**src/rtl/adc_seq_pkg.sv**
```systemverilog
`default_nettype none
// +--------------------------------------------------------------------------+
// | adc_seq_pkg : shared state encoding and defaults for adc_serial_seq      |
// | Revision    : 1.0                                                        |
// +--------------------------------------------------------------------------+
package adc_seq_pkg;

  typedef enum logic [2:0] {
    IDLE   = 3'd0,
    CONV   = 3'd1,
    WAIT_H = 3'd2,
    WAIT_L = 3'd3,
    READ   = 3'd4,
    DONE   = 3'd5
  } state_t;

  localparam int c_data_w_def        = 16;
  localparam int c_clk_div_def       = 4;
  localparam int c_sample_period_def = 50000;
  localparam int c_convst_w_def      = 4;
  localparam int c_busy_timeout_def  = 5000;

  // Width of a counter that must hold 0..n-1; never narrower than one bit.
  function automatic int cnt_w(input int n);
    return (n > 1) ? $clog2(n) : 1;
  endfunction

endpackage
`default_nettype wire

```
**src/rtl/adc_sclk_gen.sv**
```systemverilog
`default_nettype none
// +--------------------------------------------------------------------------+
// | adc_sclk_gen : SCLK divider, DATA_W periods per start, idles high        |
// | Revision     : 1.0                                                       |
// +--------------------------------------------------------------------------+
module adc_sclk_gen
  import adc_seq_pkg::*;
#(
  parameter int CLK_DIV = c_clk_div_def,
  parameter int DATA_W  = c_data_w_def
) (
  input  logic                        clk,
  input  logic                        nrst,
  input  logic                        i_start,
  output logic                        o_sclk,
  output logic                        o_rise,
  output logic                        o_done,
  output logic [$clog2(DATA_W+1)-1:0] o_bit_cnt
);

  localparam int                 c_div_w    = cnt_w(CLK_DIV);
  localparam int                 c_bit_w    = $clog2(DATA_W + 1);
  localparam logic [c_div_w-1:0] c_div_last = c_div_w'(CLK_DIV - 1);
  localparam logic [c_bit_w-1:0] c_bits_all = c_bit_w'(DATA_W);

  logic               r_run;
  logic               r_sclk;
  logic [c_div_w-1:0] r_div;
  logic [c_bit_w-1:0] r_bits;
  logic               w_half_end;

  assign w_half_end = r_run && (r_div == c_div_last);
  assign o_rise     = w_half_end && !r_sclk;
  assign o_done     = w_half_end && r_sclk;
  assign o_sclk     = r_sclk;
  assign o_bit_cnt  = r_bits;

  always_ff @(posedge clk or negedge nrst) begin
    if (!nrst) begin
      r_run  <= 1'b0;
      r_sclk <= 1'b1;
      r_div  <= '0;
      r_bits <= '0;
    end else if (i_start) begin
      r_run  <= 1'b1;
      r_sclk <= 1'b0;
      r_div  <= '0;
      r_bits <= '0;
    end else if (r_run) begin
      if (w_half_end) begin
        r_div <= '0;
        if (!r_sclk) begin
          r_sclk <= 1'b1;
          r_bits <= r_bits + 1'b1;
        end else if (r_bits == c_bits_all) begin
          // Final high phase complete: stop with SCLK parked high.
          r_run <= 1'b0;
        end else begin
          r_sclk <= 1'b0;
        end
      end else begin
        r_div <= r_div + 1'b1;
      end
    end
  end

endmodule
`default_nettype wire

```
**src/rtl/adc_serial_seq.sv**
```systemverilog
`default_nettype none
// +--------------------------------------------------------------------------+
// | adc_serial_seq : periodic CONVST/BUSY/serial-read sequencer for the ADC  |
// | Revision       : 1.0                                                     |
// +--------------------------------------------------------------------------+
module adc_serial_seq
  import adc_seq_pkg::*;
#(
  parameter int DATA_W        = c_data_w_def,
  parameter int CLK_DIV       = c_clk_div_def,
  parameter int SAMPLE_PERIOD = c_sample_period_def,
  parameter int CONVST_W      = c_convst_w_def,
  parameter int BUSY_TIMEOUT  = c_busy_timeout_def
) (
  input  logic              clk,
  input  logic              nrst,
  input  logic              en,
  input  logic              BUSY,
  input  logic              DATA,
  output logic              CS,
  output logic              CONVST,
  output logic              SCLK,
  output logic [DATA_W-1:0] sample,
  output logic              sample_valid,
  output logic              timeout_err,
  output logic              overrun,
  output logic              active
);

  localparam int                 c_per_w    = cnt_w(SAMPLE_PERIOD);
  localparam int                 c_tmo_w    = cnt_w(BUSY_TIMEOUT);
  localparam int                 c_cv_w     = cnt_w(CONVST_W);
  localparam int                 c_bit_w    = $clog2(DATA_W + 1);
  localparam logic [c_per_w-1:0] c_per_last = c_per_w'(SAMPLE_PERIOD - 1);
  localparam logic [c_tmo_w-1:0] c_tmo_last = c_tmo_w'(BUSY_TIMEOUT - 1);
  localparam logic [c_cv_w-1:0]  c_cv_last  = c_cv_w'(CONVST_W - 1);
  localparam logic [c_bit_w-1:0] c_bits_all = c_bit_w'(DATA_W);

  state_t              r_state;
  logic [c_per_w-1:0]  r_per_cnt;
  logic [c_tmo_w-1:0]  r_tmo_cnt;
  logic [c_cv_w-1:0]   r_cv_cnt;
  logic                r_busy_s1;
  logic                r_busy_s2;
  logic                r_en_d;
  logic [DATA_W-1:0]   r_shift;
  logic [DATA_W-1:0]   r_sample;
  logic                r_cs;
  logic                r_convst;
  logic                r_valid;
  logic                r_terr;
  logic                r_ovr;

  logic                w_tick;
  logic                w_en_rise;
  logic                w_tmo_hit;
  logic                w_start;
  logic                w_rise;
  logic                w_done;
  logic [c_bit_w-1:0]  w_bit_cnt;

  assign w_tick    = en && (r_per_cnt == c_per_last);
  assign w_en_rise = en && !r_en_d;
  assign w_tmo_hit = (r_tmo_cnt == c_tmo_last);
  assign w_start   = (r_state == WAIT_L) && !r_busy_s2 && !w_tmo_hit;

  adc_sclk_gen #(
    .CLK_DIV (CLK_DIV),
    .DATA_W  (DATA_W)
  ) u_sclk_gen (
    .clk       (clk),
    .nrst      (nrst),
    .i_start   (w_start),
    .o_sclk    (SCLK),
    .o_rise    (w_rise),
    .o_done    (w_done),
    .o_bit_cnt (w_bit_cnt)
  );

  always_ff @(posedge clk or negedge nrst) begin
    if (!nrst) begin
      r_per_cnt <= '0;
      r_busy_s1 <= 1'b0;
      r_busy_s2 <= 1'b0;
      r_en_d    <= 1'b0;
      r_shift   <= '0;
    end else begin
      r_busy_s1 <= BUSY;
      r_busy_s2 <= r_busy_s1;
      r_en_d    <= en;
      if (!en || w_tick) r_per_cnt <= '0;
      else               r_per_cnt <= r_per_cnt + 1'b1;
      // DATA changes on SCLK fall, so it is settled at the rising edge.
      if (w_rise) r_shift <= {r_shift[DATA_W-2:0], DATA};
    end
  end

  always_ff @(posedge clk or negedge nrst) begin
    if (!nrst) begin
      r_state  <= IDLE;
      r_cv_cnt <= '0;
      r_tmo_cnt <= '0;
      r_cs     <= 1'b1;
      r_convst <= 1'b1;
      r_sample <= '0;
      r_valid  <= 1'b0;
      r_terr   <= 1'b0;
      r_ovr    <= 1'b0;
    end else begin
      r_valid <= 1'b0;
      if (w_en_rise) begin
        r_terr <= 1'b0;
        r_ovr  <= 1'b0;
      end else if (w_tick && (r_state != IDLE)) begin
        r_ovr <= 1'b1;
      end
      case (r_state)
        IDLE: if (w_tick) begin
          r_state  <= CONV;
          r_convst <= 1'b0;
          r_cv_cnt <= '0;
        end
        CONV: if (r_cv_cnt == c_cv_last) begin
          r_state   <= WAIT_H;
          r_convst  <= 1'b1;
          r_tmo_cnt <= '0;
        end else begin
          r_cv_cnt <= r_cv_cnt + 1'b1;
        end
        // One timeout budget spans both BUSY phases.
        WAIT_H: if (w_tmo_hit) begin
          r_state <= IDLE;
          r_terr  <= 1'b1;
        end else begin
          r_tmo_cnt <= r_tmo_cnt + 1'b1;
          if (r_busy_s2) r_state <= WAIT_L;
        end
        WAIT_L: if (w_tmo_hit) begin
          r_state <= IDLE;
          r_terr  <= 1'b1;
        end else begin
          r_tmo_cnt <= r_tmo_cnt + 1'b1;
          if (!r_busy_s2) begin
            r_state <= READ;
            r_cs    <= 1'b0;
          end
        end
        READ: if (w_done && (w_bit_cnt == c_bits_all)) begin
          r_state <= DONE;
          r_cs    <= 1'b1;
        end
        DONE: begin
          r_sample <= r_shift;
          r_valid  <= 1'b1;
          r_state  <= IDLE;
        end
        default: r_state <= IDLE;
      endcase
    end
  end

  assign CS           = r_cs;
  assign CONVST       = r_convst;
  assign sample       = r_sample;
  assign sample_valid = r_valid;
  assign timeout_err  = r_terr;
  assign overrun      = r_ovr;
  assign active       = (r_state != IDLE);

endmodule
`default_nettype wire

```
**config.mk**
```make
export PLATFORM = sky130hd
export DESIGN_NAME = adc_serial_seq
export DESIGN_NICKNAME = d
export VERILOG_FILES = /design/src/rtl/adc_seq_pkg.sv /design/src/rtl/adc_sclk_gen.sv /design/src/rtl/adc_serial_seq.sv
export SDC_FILE = /design/constraint.sdc
export NUM_CORES = 1
export LEC_CHECK = 0
export BUFFER_PORTS_ARGS = -buffer_cell sky130_fd_sc_hd__clkbuf_2
export CAP_MARGIN = 20
export CELL_PAD_IN_SITES_DETAIL_PLACEMENT = 1
export CELL_PAD_IN_SITES_GLOBAL_PLACEMENT = 2
export CORE_AREA = 2 2 106 108
export DETAILED_ROUTE_END_ITERATION = 12
export DIE_AREA = 0 0 108 110
export PLACE_DENSITY_LB_ADDON = 0.1
export SLEW_MARGIN = 10
export SYNTH_ARGS = -nofsm -noshare
export SYNTH_HDL_FRONTEND = slang
export SYNTH_SLANG_ARGS = --single-unit
```
**constraint.sdc**
```tcl
create_clock -name clk -period 1.5 [get_ports clk]
set_input_delay 0.3 -clock clk [delete_from_list [all_inputs] [get_ports clk]]
set_output_delay 0.3 -clock clk [all_outputs]
set_load 0.005 [all_outputs]
```
Yosys cells after proc, flatten, opt, wreduce, memory -nomap -nowiden --
Cells that the tools add are included.
Storage, ports and cells: flip-flop bits (word level) 83, input bits 5, word-level logic and storage cells 119
Operators by class: add/subtract/negate cells 5, equality and inequality tests 20, mux-type cells 45, reductions and logical operators 31
Operators with widths (number):
- two-way mux 13 bit | 2
- case mux 13 bit (2 select lines) | 1
- two-way mux 1 bit | 21
- two-way mux 3 bit | 7
- two-way mux 5 bit | 4
- adder 16 x 1 -> 16 bit (second input constant) | 1
- == test 16 bit (second input constant) | 1
- two-way mux 16 bit | 1
- case mux 3 bit (5 select lines) | 1
- != test 2 bit (second input constant) | 7
- adder 13 x 1 -> 13 bit (second input constant) | 1
- == test 13 bit (second input constant) | 1
- AND reduction 3 bit | 4
- nonzero test 2 bit | 6
- two-way mux 2 bit | 5
- logical AND 1 bit | 9
- == test 3 x 2 -> 1 bit (second input constant) | 2
- == test 3 bit (second input constant) | 2
- != test 3 bit (second input constant) | 2
- adder 5 x 1 -> 5 bit (second input constant) | 1
- == test 5 bit (second input constant) | 1
- logical NOT 1 bit | 5
- AND reduction 5 bit | 1
- adder 2 x 1 -> 2 bit (second input constant) | 2
- other kinds (11) | 13

Logic depth before layout (Yosys ltp) --
Gate-level depths: netlist of the first run.
depth in word-level cells 6, depth in mapped cells 6, depth with buffers taken out 6

By module --
A second synthesis of the first run with hierarchy kept.
Second synthesis, totals: cell total of the unflattened synthesis 329, area, all modules 3768.6 um2
By module, submodules not included:
- adc_serial_seq | instances 1, cells each 284, area each 3290.7 um2
- adc_sclk_gen | instances 1, cells each 45, area each 478.0 um2

Worst setup path before layout of the first run --
OpenSTA, ideal clock, no wires.
path type flip-flop to flip-flop, from reg r_per_cnt[5], to reg r_per_cnt[15], setup time 0.078 ns, data arrival time 1.500 ns, data required time 1.422 ns, setup slack -0.077 ns, stages on the path, launching flop included 5, period minus slack after synthesis 1.577 ns, cells stage by stage dfrtp_1 -> nand3_2 -> or3_1 -> or4_1 -> a21oi_1
On the way: cells in the longest elaborated chain, start to end 4, elaborated cells between the ends (all ways) 5, those cells by class add/sub (1); eq/ne (1); mux (1); reduce/logical (2)
Ends and longest elaborated chain:
- start: declaration | line adc_serial_seq.sv:40 | logic [c_per_w-1:0] r_per_cnt;
- start signal: assignment | line adc_serial_seq.sv:92 | else r_per_cnt <= r_per_cnt + 1'b1;
- parallel branches: the longest is 3 deep, another holds adder 16 x 1 -> 16 bit
- two-way mux 16 bit * | line adc_serial_seq.sv:91 | if (!en || w_tick) r_per_cnt <= '0;
Every way passes the cells marked *. A chain may end at the register's enable or synchronous reset.

Worst setup path after layout of the first run --
from reg r_per_cnt[1], to reg r_per_cnt[15]
The elaborated chain is that of the path after synthesis.

==> results of run 1 <==
## final cells by class
| class | count | area [um2] | share of cell area |
|---|---|---|---|
| well taps | 140 | 175.2 | 0.03550 |
| repair buffers | 95 | 762.0 | 0.1544 |
| multi-input cells | 247 | 1654 | 0.3352 |
| clock buffers | 9 | 123.9 | 0.02510 |
| clock inverters | 6 | 88.84 | 0.01800 |
| flip-flops and latches | 83 | 2086 | 0.4227 |
| inverters | 12 | 45.04 | 0.009128 |
## routing by layer
layer  share of wire  wire length, um  global-route usage
met1            0.48             4422              0.2193
met2            0.48             4369              0.2695
met3           0.024              220             0.03116
met4           0.019              172             0.07509
met5               0                0                   0
## state kept, by name, indices dropped and copies added (netlist names), 2 cells and up
register / count
r_state: 3
r_shift: 16
r_per_cnt: 16
sample: 16
r_tmo_cnt: 13
u_sclk_gen.o_bit_cnt: 5
u_sclk_gen.r_div: 2
r_cv_cnt: 2
## timing repair
action / CTS / global route
buffers inserted: 11 / 9
hold buffers: 1 / 0
gates resized for setup: 14 / 26
gates cloned: 0 / 1
pin swaps: 6 / 6
endpoints found under the setup margin: 12 / 41
endpoints found under the hold margin: 24 / 0
## power groups by stage
stage,sequential [mW],clock [mW],combinational (mW)
2_1_floorplan,2.30,0,0.0155
3_3_place_gp,2.30,0,0.103
3_5_place_dp,2.30,0,0.105
4_1_cts,2.25,1.84,0.112
5_1_grt,2.26,1.93,0.128
6_report,2.26,1.78,0.111
## metrics by stage
stage	instance area [um2]	hold WS (ps)	total power, mW	utilization	worst slack [ps]
floorplan	3692	4.409	2.313	-	0.8276
global placement	4378	269.7	2.402	0.4092	-28.68
detailed placement	4378	276.5	2.404	0.4092	-77.12
CTS	4737	42.61	4.206	0.4428	-40.93
global route	4935	49.32	4.317	0.4613	-112.2
finish	4935	69.86	4.155	0.4613	-28.60
## synthesized netlist by cell type
master / instances / area share
a211oi_1: 2 / 0.0041
a21o_1: 2 / 0.0041
a21oi_1: 14 / 0.019
a22o_1: 3 / 0.0072
a31oi_1: 1 / 0.0017
a32oi_1: 1 / 0.0024
a41o_1: 1 / 0.0027
and3_1: 7 / 0.012
and3b_1: 2 / 0.0048
and4_1: 5 / 0.012
and4b_1: 1 / 0.0027
and4bb_2: 1 / 0.0034
buf_2: 2 / 0.0027
clkbuf_1: 9 / 0.0092
dfrtp_1: 80 / 0.55
dfstp_2: 3 / 0.021
ha_1: 6 / 0.020
inv_1: 12 / 0.012
mux2_2: 17 / 0.052
mux2i_1: 4 / 0.011
nand2_1: 65 / 0.066
nand2b_1: 1 / 0.0017
nand3_1: 13 / 0.018
nand3_2: 1 / 0.0027
nand3b_1: 1 / 0.0020
nand4_1: 12 / 0.020
nor2_1: 29 / 0.030
nor2b_1: 3 / 0.0051
nor3_1: 10 / 0.014
nor3b_1: 1 / 0.0020
nor4_1: 4 / 0.0068
nor4bb_1: 1 / 0.0027
o21ai_0: 9 / 0.012
o31ai_1: 1 / 0.0020
or2_2: 1 / 0.0017
or3_1: 6 / 0.010
or4_1: 1 / 0.0020
xnor2_1: 12 / 0.029
xor2_1: 9 / 0.021
## worst max-delay path by stage
stage                                    from                         end  slack (ps)  depth (start not counted)
floorplan            r_tmo_cnt[0]$_DFFE_PN0P_  u_sclk_gen.r_run$_DFF_PN0_         0.8                          6
global placement     r_tmo_cnt[6]$_DFFE_PN0P_      r_state[2]$_DFFE_PN0P_         -30                          4
detailed placement     r_per_cnt[0]$_DFF_PN0_     r_cv_cnt[0]$_DFFE_PN0P_         -80                          5
CTS                    r_state[2]$_DFFE_PN0P_                      active         -40                          3
global route        r_tmo_cnt[10]$_DFFE_PN0P_      r_state[0]$_DFFE_PN0P_        -110                          5
finish                 r_per_cnt[1]$_DFF_PN0_     r_per_cnt[15]$_DFF_PN0_         -30                          4
## worst reg2reg max path: stages (launching register included)
cell and delay [ps]:
dfrtp_1 450, nand3_1 130, or3_1 330, or4_1 420, a21oi_2 130
## cells by family after synthesis
family / Yosys count
adder cells (fa/ha/maj): 6
multiplexers: 21
AND/OR/NAND/NOR: 165
flip-flops: 83
buffers and inverters: 23
XOR/XNOR: 21
AO/OA/AOI/OAI: 34
==> out/metrics.yaml, run 1 <==
outcome: "complete, but fails checks"
violations: "negative setup slack"
hp-class: "in2reg"
drive_gt1_frac: 0.3628
core_um2: 10700
required_ps: 1800
muxShareOfSynthArea: 0.06305
worst_pin_slew_ps: 420.7
cts_root_buffer: "clkbuf_8"
maxCapViolCount: 0
cts_tree: "done"
h-tree-depth: 3
grt_pass1_vias: 3071
antenna_found_initial: 0
vias_per_cell: 4.919
r2r_cells: 4
drt-wirelength-per-cell_um: 15.51
drtPass1Iterations: 4
final_cell_mix: "dfrtp_1, nand2_1, buf_4"
hp-start: "BUSY"
worstSetupEndpointType: "flip-flop"
critPathArrivalTime_ps: 1830
cp_slowest_stage_delay_ps: 450
placed_cells: 555
cts.path.max_buffers: 2
postSynthNetCount: 364
synth-seq-area-share: 0.5668
worst-path-max-fanout: 3
cp_slowest_cell: "dfrtp_1"
drtAntennaViolNets: 0
syn_avg_cell_area_um2: 10.40
crit_type: "reg2reg"
crit_chain: "nand3_1 > or3_1 > or4_1 > a21oi_2"
fin_crit_ps: 1529
yosys.area_share.simple: 0.2198
clk_latency_ps: 360
fill_cells: 1213
grt_remaining_overflow: 0
initial_core_util: 0.3432
power_frac_comb: 0.027
diodes: 0
die_area_um2: 11880
hold_path_depth: 1
layoutNonFillerInstCount: 592
place.gp.congestion: 0.7860
mostFrequentLayoutCell: "dfrtp_1"
ff2ff_setup_slack_ps: -30
p_seq_frac: 0.544
finalCritPeriodShare: 1.019
synth_compound_area_frac: 0.05556
fin_worst_skew_ps: 9.711
synth_warnings: 0
die_h_um: 110
drc: 0
r2r_start: "r_per_cnt[1]$_DFF_PN0_"
core.rowCount: 38
timing.final.ws_setup_ps: -28.60
worstReg2RegEnd: "r_per_cnt[15]$_DFF_PN0_"
clock_sinks: 83
power_density_nw_per_um2: 841.9
syn_to_final_growth_pct: 34.42
io_buffers: 27
setup_viol: 3
synthCells: 353
p_leak_nw: 2.416
io_pins: 28
clk_pin_slew_ps: 90
die_x_um: 108
synth_top_family_by_area: "simple AND/OR/NAND/NOR gates"
slew_viol_final: 0
critical_path.top_delay_family: "simple AND/OR/NAND/NOR gates"
swShare: 0.2250
cts_buffers: 9
yosys.area_share.xor_xnor: 0.05010
relSlewSlack: 0.7195
clockPowerShare: 0.430
peakVddDrop_v: 0.0004506
rsz0062_at_grt: "yes"
via_count: 2912
ys_types: 39
startpoint_type: "flip-flop"
hold-path-endpoint: "r_busy_s1$_DFF_PN0_"
finish.net_count: 459
grt_pass1_wl_um: 15270
internal_power_mw: 3.220
synth-seq-cells: 83
syn_area_um2: 3671
yosys.area_share.adder: 0.02045
grt_max_degree: 31
crit_buf_inv: 0
hpwl_um: 6284
wl_um: 9184
hold_viol: 0
fin_tns_setup_ps: -66.10
p_sw_mw: 0.9347
grt_usage: 0.1668
fmax_mhz: 654.2
drt_iter0_drc: 82
Note: power is estimated with default switching activity, not from simulation.
==> run 2: changes to the inputs <==
- CORE_AREA: 2 2 106 108 -> 2 2 111 103
- DIE_AREA: 0 0 108 110 -> 0 0 113 105
- HOLD_SLACK_MARGIN: default -> 0.1
==> run 2 against run 1 <==
  * The run ends with design-rule violations, negative setup slack left
  * Global-route usage fell by 0.72 points
  * Critical path depth rose by 1
  * Register-to-register slack barely moved
  * Maximum frequency fell by 0.19%
  * Combinational power fell by 8%
  * Clock power rose by 28%
  * Flip-flop and latch count did not move
  * First-iteration DRC count rose by 56%
  * Sequential share of layout area rose by 0.82 points
  * Clock skew fell by 3.9 ps
  * Cell count fell by 3.2%
  * Critical path type unchanged
  * Highest routed layer unchanged
==> out/metrics.yaml, run 2 (synthesis gave the netlist of run 1 again) <==
cp_slowest_cell: "or3_1"
drive_gt1_frac: 0.3409
grt_pass1_wl_um: 14920
cts_buffers: 9
cp_slowest_stage_delay_ps: 410
violations: "design-rule violations, negative setup slack"
slew_viol_final: 0
fmax_mhz: 653.0
r2r_cells: 5
syn_to_final_growth_pct: 31.94
crit_chain: "buf_6 > and4_4 > nand4_1 > or3_1 > a21oi_1"
p_seq_frac: 0.488
grt_usage: 0.1596
cts.path.max_buffers: 2
power_density_nw_per_um2: 956.3
ff2ff_setup_slack_ps: -30
placed_cells: 538
rsz0062_at_grt: "yes"
routed-wl-met2_um: 4191
hpwl_um: 5633
die_h_um: 105
crit_type: "reg2reg"
hold_path_depth: 3
h-tree-depth: 3
die_x_um: 113
swShare: 0.2251
required_ps: 1770
drc: 2
mostFrequentLayoutCell: "dfrtp_1"
maxCapViolCount: 0
drt-wirelength-per-cell_um: 15.39
worst_pin_slew_ps: 474.4
relSlewSlack: 0.6838
fin_crit_ps: 1531
initial_core_util: 0.3453
antenna_found_initial: 0
vias_per_cell: 4.916
startpoint_type: "flip-flop"
p_sw_mw: 1.042
r2r_start: "r_tmo_cnt[5]$_DFFE_PN0P_"
place.gp.congestion: 0.7780
core_um2: 10630
grt_max_degree: 84
route.met3.wl_um: 289
wl_um: 8816
fin_tns_setup_ps: -56.29
met1Wirelength_um: 4205
cts_root_buffer: "clkbuf_16"
drtPass1Iterations: 7
route.top_layer_used: "met4"
grt_pass1_vias: 3019
io_buffers: 27
internal_power_mw: 3.589
finalCritPeriodShare: 1.021
worstReg2RegEnd: "r_tmo_cnt[11]$_DFFE_PN0P_"
power_frac_comb: 0.022
outcome: "complete, but fails checks"
hold_viol: 0
via_count: 2817
clk_pin_slew_ps: 70
clk_latency_ps: 340
clockPowerShare: 0.490
worstSetupEndpointType: "flip-flop"
hold_slack_ps: 144.0
cts_tree: "done"
die_area_um2: 11870
peakVddDrop_v: 0.0006348
worst-path-max-fanout: 4
grt_remaining_overflow: 0
drt_iter0_drc: 128
timing.final.ws_setup_ps: -31.49
io_pins: 28
final_cell_mix: "dfrtp_1, nand2_1, buf_4"
critPathArrivalTime_ps: 1800
drtAntennaViolNets: 0
finish.net_count: 446
crit_start: "r_tmo_cnt[5]$_DFFE_PN0P_"
crit_end: "r_tmo_cnt[11]$_DFFE_PN0P_"
layoutNonFillerInstCount: 573
diodes: 0
hp-class: "in2reg"
setup_viol: 3
p_leak_nw: 2.387
clock_sinks: 83
fin_worst_skew_ps: 5.807
core.rowCount: 36
run 2: changes by cell type in the layout (fill, tap and decap cells not counted), moves of 2 or more:
cell	delta
buf_4	-9
clkbuf_8	-9
clkbuf_16	+8
a21oi_1	+4
a21oi_2	-4
buf_6	-3
clkinvlp_4	-2
inv_6	+2
nand3_2	+2
run 2: stage by stage:
stage	utilization	worst slack, ps	power [mW]	instance area, um2
5_1_grt	0.4556	-122.0	4.809	4843
3_5_place_dp	0.4028	-76.70	2.393	4282
2_1_floorplan	-	0.8276	2.313	3692
4_1_cts	0.4430	-35.59	4.711	4710
3_3_place_gp	0.4028	-59.30	2.393	4282
6_report	0.4556	-31.49	4.632	4843
run 2: cell type report:
class                      instances  area [um2]
clock inverter                     7       75.07
multi-input combinational        247        1619
clock buffer                       9       225.2
fill                            1193        5787
tap                              133       166.4
inverter                          12       45.04
timing repair buffer              82       625.6
sequential                        83        2087
run 2: metal layers:
layer / global-route usage / vias to the layer above
li1: - / 1381
met1: 0.2056 / 1399
met2: 0.2601 / 28
met3: 0.04524 / 9
met4: 0.04965 / 0
met5: 0 / -
run 2: timing repair:
item	in CTS	in global routing
pin swaps	5	13
hold endpoints to repair	81	0
resized for setup	15	18
endpoints found under the setup margin	26	33
buffers inserted	7	10
hold buffers	2	0
run 2: power by group through the flow:
stage	sequential, mW	combinational [mW]	clock (mW)
2_1_floorplan	2.30	0.0155	0
3_3_place_gp	2.30	0.0947	0
3_5_place_dp	2.30	0.0954	0
4_1_cts	2.26	0.106	2.35
5_1_grt	2.26	0.118	2.43
6_report	2.26	0.102	2.27
run 2: critical path: cells and delay by family, from the launching register on:
kind            cells  cell delay (ps)
flops               1              380
simple gates        3              830
compound gates      1              130
buf+inv             1              120
run 2: how the worst min path moves through the flow:
stage / from / to / slack [ps]
after floorplan: nrst / overrun$_DFFE_PN0P_ / 4
after global placement: r_busy_s1$_DFF_PN0_ / r_busy_s2$_DFF_PN0_ / 340
after detailed placement: r_busy_s1$_DFF_PN0_ / r_busy_s2$_DFF_PN0_ / 340
after CTS: DATA / r_shift[0]$_DFFE_PN0P_ / 130
after global routing: DATA / r_shift[0]$_DFFE_PN0P_ / 150
final: DATA / r_shift[0]$_DFFE_PN0P_ / 140
